$ cat config.mk
export PLATFORM = sky130hd
export DESIGN_NAME = spi_regbank
export DESIGN_NICKNAME = d
export VERILOG_FILES = /design/src/rtl/spi_regbank.sv
export SDC_FILE = /design/constraint.sdc
export NUM_CORES = 1
export LEC_CHECK = 0
export CAP_MARGIN = 10
export CORE_AREA = 2 2 87 89
export DETAILED_ROUTE_END_ITERATION = 8
export DIE_AREA = 0 0 89 91
export MAX_ROUTING_LAYER = met4
export PLACE_DENSITY = 0.66
export SYNTH_ARGS = -nofsm -noshare
export SYNTH_HDL_FRONTEND = slang
export SYNTH_SLANG_ARGS = --single-unit
$ cat constraint.sdc
create_clock -name clk -period 2.5 [get_ports clk]
set_input_delay 0.25 -clock clk [delete_from_list [all_inputs] [get_ports clk]]
set_output_delay 0.25 -clock clk [all_outputs]
set_load 0.02 [all_outputs]
$ cat src/rtl/spi_regbank.sv
// SPI mode-0 peripheral giving serial access to a bank of NUM_REGS registers of DATA_W bits.
// Define SPI_REGBANK_READBACK_EN to build the CIPO read path; otherwise CIPO and cipo_oe stay low.
module spi_regbank #(
    parameter int DATA_W      = 8,
    parameter int ADDR_W      = 7,
    parameter int NUM_REGS    = 5,
    parameter int SYNC_STAGES = 2
) (
    input  logic                         clk,
    input  logic                         rst_n,
    input  logic                         nCS,
    input  logic                         SCLK,
    input  logic                         COPI,
    output logic                         CIPO,
    output logic                         cipo_oe,
    output logic [NUM_REGS*DATA_W-1:0]   reg_q,
    output logic [NUM_REGS-1:0]          wr_strobe
);

    localparam int FRAME_W = 1 + ADDR_W + DATA_W;
    localparam int CNT_W   = $clog2(FRAME_W + 1);
    localparam logic [CNT_W-1:0]  LAST_BIT  = CNT_W'(FRAME_W - 1);
    localparam logic [CNT_W-1:0]  ADDR_END  = CNT_W'(ADDR_W);
    localparam logic [CNT_W-1:0]  FRAME_END = CNT_W'(FRAME_W);
    localparam logic [ADDR_W:0]   REG_LIMIT = (ADDR_W + 1)'(NUM_REGS);

    logic [SYNC_STAGES-1:0] ncs_sync, sclk_sync, copi_sync;
    logic [SYNC_STAGES:0]   warm;
    logic                   ncs_s, sclk_s, copi_s;
    logic                   ncs_d, sclk_d;
    logic                   cs_fall, cs_rise, sck_rise;
    logic                   in_frame;
    logic [CNT_W-1:0]       bit_cnt;
    logic [FRAME_W-2:0]     rx_sr;
    logic [FRAME_W-1:0]     frame_word;
    logic [ADDR_W-1:0]      wr_addr;
    logic [DATA_W-1:0]      wr_data;
    logic                   wr_fire;

    assign ncs_s  = ncs_sync[SYNC_STAGES-1];
    assign sclk_s = sclk_sync[SYNC_STAGES-1];
    assign copi_s = copi_sync[SYNC_STAGES-1];

    always_ff @(posedge clk or negedge rst_n) begin
        if (!rst_n) begin
            ncs_sync  <= '1;
            sclk_sync <= '0;
            copi_sync <= '0;
            warm      <= '0;
            ncs_d     <= 1'b1;
            sclk_d    <= 1'b0;
        end else begin
            ncs_sync  <= {ncs_sync[SYNC_STAGES-2:0], nCS};
            sclk_sync <= {sclk_sync[SYNC_STAGES-2:0], SCLK};
            copi_sync <= {copi_sync[SYNC_STAGES-1-1:0], COPI};
            warm      <= {warm[SYNC_STAGES-1:0], 1'b1};
            ncs_d     <= ncs_s;
            sclk_d    <= sclk_s;
        end
    end

    // A falling edge only counts once both compared nCS samples are real, so an nCS
    // held low through reset cannot masquerade as a new frame start.
    assign cs_fall  = warm[SYNC_STAGES] & ncs_d & ~ncs_s;
    assign cs_rise  = ~ncs_d & ncs_s;
    assign sck_rise = in_frame & ~ncs_s & ~sclk_d & sclk_s;

    always_ff @(posedge clk or negedge rst_n) begin
        if (!rst_n) begin
            in_frame <= 1'b0;
            bit_cnt  <= '0;
            rx_sr    <= '0;
        end else if (cs_fall) begin
            in_frame <= 1'b1;
            bit_cnt  <= '0;
            rx_sr    <= '0;
        end else if (cs_rise) begin
            in_frame <= 1'b0;
        end else if (sck_rise && bit_cnt != FRAME_END) begin
            rx_sr   <= {rx_sr[FRAME_W-3:0], copi_s};
            bit_cnt <= bit_cnt + 1'b1;
        end
    end

    assign frame_word = {rx_sr, copi_s};
    assign wr_addr    = frame_word[FRAME_W-2 -: ADDR_W];
    assign wr_data    = frame_word[DATA_W-1:0];
    assign wr_fire    = sck_rise && (bit_cnt == LAST_BIT) && frame_word[FRAME_W-1]
                        && ({1'b0, wr_addr} < REG_LIMIT);

    always_ff @(posedge clk or negedge rst_n) begin
        if (!rst_n) begin
            reg_q     <= '0;
            wr_strobe <= '0;
        end else begin
            wr_strobe <= '0;
            if (wr_fire) begin
                for (int k = 0; k < NUM_REGS; k++) begin
                    if (wr_addr == ADDR_W'(k)) begin
                        reg_q[k*DATA_W +: DATA_W] <= wr_data;
                        wr_strobe[k]              <= 1'b1;
                    end
                end
            end
        end
    end

`ifdef SPI_REGBANK_READBACK_EN
    logic              sck_fall, rd_fire;
    logic [ADDR_W:0]   hdr_word;
    logic [ADDR_W-1:0] rd_addr;
    logic [DATA_W-1:0] rd_data, tx_sr;

    assign sck_fall = in_frame & ~ncs_s & sclk_d & ~sclk_s;
    assign hdr_word = {rx_sr[ADDR_W-1:0], copi_s};
    assign rd_addr  = hdr_word[ADDR_W-1:0];
    assign rd_fire  = sck_rise && (bit_cnt == ADDR_END) && !hdr_word[ADDR_W];

    always_comb begin
        rd_data = '0;
        for (int k = 0; k < NUM_REGS; k++) begin
            if (rd_addr == ADDR_W'(k)) rd_data = reg_q[k*DATA_W +: DATA_W];
        end
    end

    // MSB goes out with the load; each following SCLK fall presents the next bit.
    always_ff @(posedge clk or negedge rst_n) begin
        if (!rst_n) begin
            tx_sr   <= '0;
            CIPO    <= 1'b0;
            cipo_oe <= 1'b0;
        end else if (cs_rise) begin
            tx_sr   <= '0;
            CIPO    <= 1'b0;
            cipo_oe <= 1'b0;
        end else if (rd_fire) begin
            tx_sr   <= rd_data << 1;
            CIPO    <= rd_data[DATA_W-1];
            cipo_oe <= 1'b1;
        end else if (sck_fall && cipo_oe) begin
            tx_sr   <= tx_sr << 1;
            CIPO    <= tx_sr[DATA_W-1];
        end
    end
`else
    assign CIPO    = 1'b0;
    assign cipo_oe = 1'b0;
`endif

endmodule
==> results.cfg <==
[synthesis]
synth_area_leaders = dfrtp_1, mux2_2, a21oi_1
yosysMostFrequentCell = dfrtp_1
ys_ff_latch = 77
ys_seq_area_share_pct = 63.7
synth_top_area_cell = dfrtp_1
synthesis.area_um2 = 3030
syn_avg_cell_area_um2 = 13.4
synth_edf_count = 0
synthArstFlopShare_pct = 100
ys_types = 30
synth_flop_cell = dfrtp_1
yosysWarnings = 0
netlist_instances = 226
synth_common_cells = dfrtp_1, mux2_2, a21oi_1, o21ai_0, nand3_1
synth_top_cell_area_share_pct = 61.1

[die]
die-width_um = 89
row_count = 31
start_util_pct = 42.5
die_area_um2 = 8100
ios = 52
die_h_um = 91
core-area_um2 = 7140

[place]
placed_cells = 366
io_buffers = 49
place_ws_ns = 0.409
dp_hpwl_um = 3740
gp_congestion = 0.772

[global_route]
grt_usage_pct = 16.1
grt_max_degree = 78
grt_pass1_vias = 1874
antenna_found_initial = 0
grt_overflow = 0
grt_pass1_wl_um = 9550

[power]
powerDensity_nw_per_um2 = 630
leakagePower_nw = 1.82
p_int_mw = 1.87
clkPwrFrac_pct = 41.3
peakVddDrop_mv = 0.251
switchingPower_mw = 0.549
seqPwrFrac_pct = 53.5
p_comb_share_pct = 5.3
switching_share_pct = 22.7

[setup_path]
max_stage_delay_ns = 0.43
cp_cell_sequence = ha_1 > and3_1 > ha_1 > and2_1 > nand4_2 > mux2_2
cp_num_buf_inv = 0
path_common_cell = ha_1
critPathKind = flop to flop
cp-end-kind = flop
crit_required_ns = 2.72
crit_slowest_cell = mux2_2
critPathArrivalTime_ns = 2.31
path_delay_family = simple AND/OR/NAND/NOR gates
cp_max_fo = 9
worst_setup_path_start_kind = flop

[clocking]
cts_setup_buffers = 0
cts_tree = yes
cts_hold_buf = 0
clock_path_buffers = 2
h-tree-depth = 3
clkTransAtPathRegs_ns = 0.08
ctsResizeCount = 0
clkLatencyLatePin_ns = 0.35
cts_buffers = 9
cts_root_buffer = clkbuf_8
clock-sinks = 77

[drt]
remaining_drc_errors = 0
wire_per_inst_um = 15.3
ant_nets = 0
vias = 1958
routed_wl_um = 5850
viasPerCell = 5.13
firstDrtPassIters = 4
drtIter0Drc = 99

[timing]
tns_ns = 0
tightest_slew_ns = 0.930
min_period_ns = 2.09
final_max_slew_viol_count = 0
holdWs_ns = 0.0481
fin_ws_ns = 0.411
fin_crit_sh_pct = 83.5
hold_viol = 0
slew_headroom_pct = 38.0
skew_ns = 0.0122
fmax_mhz = 479
rsz0062_at_grt = no
finalSetupViolCount = 0

[final_layout]
layout.nets = 286
drive_gt1_share_pct = 24.7
fin_cells = 382
n_fill_cell = 673
utilization_pct = 53.9
synthToLayoutAreaGrowth_pct = 26.8
diodes = 0

[job]
maxCapViolations = 0

[run_status]
status = finished clean

[hold_path]
hp-class = input port to async pin
[cell usage in the layout, fill, tap and decap left out]
cell,n
and4_2,1
dfstp_2,3
a21oi_1,20
buf_4,5
o21ai_1,1
nand4bb_1,2
bufinv_16,2
nand3_1,18
a211oi_1,1
clkdlybuf4s50_1,48
inv_1,8
mux2_2,40
and3_1,2
nor3_1,1
conb_1,3
and4bb_2,1
or3_1,1
clkbuf_8,9
nor2_1,1
and3b_1,1
ha_1,3
and2_1,1
nand2_1,2
nor4bb_4,1
nor4_4,1
clkinv_4,1
or4_1,1
nor3b_1,3
clkbuf_1,3
o21ai_0,19
dfrtp_1,74
clkinvlp_4,1
nand4_2,5
[power by group through the flow]
stage / Sequential, mW / Clock (mW) / Combinational, mW
floorplan: 1.31 / 0 / 0.0748
global placement: 1.32 / 0 / 0.127
detailed placement: 1.32 / 0 / 0.130
CTS: 1.29 / 1.02 / 0.130
global route: 1.30 / 1.09 / 0.144
finish: 1.29 / 0.999 / 0.127
[path summary, 6_finish.rpt]
check,start,slack [ns],depth (start not counted),to
max,bit_cnt[0],0.41,6,reg_q[16]
min,rst_n,0.05,1,wr_strobe[0]
max reg2reg,bit_cnt[0],0.41,6,reg_q[16]
min reg2reg,warm[0],0.35,0,warm[1]
max in group asynchronous,rst_n,1.85,1,rx_sr[9]
min in group clk,nCS,0.30,1,ncs_sync[0]
[per-layer routing]
metal / up-vias / routed length [µm] / global-route usage (%)
li1: 907 / - / -
met1: 990 / 2620 / 21.3
met2: 51 / 2860 / 24.1
met3: 10 / 267 / 3.64
met4: 0 / 106 / 6.34
met5: - / 0 / -
[logic make-up after synthesis]
kind of cell               synth area share (%)
DFF                                        63.7
and+or+nand+nor                            10.2
AOI/OAI and AO/OA                          6.85
muxes                                      14.9
buffers and inverters                      2.97
adders and majority gates                  1.24
other                                     0.248
[stage by stage]
step | power (mW) | area [µm²]
final | 2.42 | 3840
after global routing | 2.53 | 3840
after CTS | 2.45 | 3840
after detailed placement | 1.45 | 3630
after global placement | 1.44 | 3630
after floorplan | 1.38 | 3040
[flip-flops by register name (all words and copies together) (netlist names)]
signal and count:
rx_sr 15, warm 3, wr_strobe 5, ncs_d 1
bit_cnt 5, copi_sync 2, ncs_sync 2, in_frame 1
reg_q 40, sclk_sync 2, sclk_d 1
[layout make-up]
type | count | area (µm²) | share of cell area (%)
Multi-Input combinational cell | 129 | 1030 | 26.8
Clock buffer | 12 | 135 | 3.51
Clock inverter | 4 | 76.3 | 1.99
Sequential cell | 77 | 1930 | 50.2
Timing Repair Buffer | 53 | 518 | 13.5
Tap cell | 99 | 124 | 3.22
Inverter | 8 | 30.0 | 0.781
No activity file was read; power rests on OpenSTA's default activity.
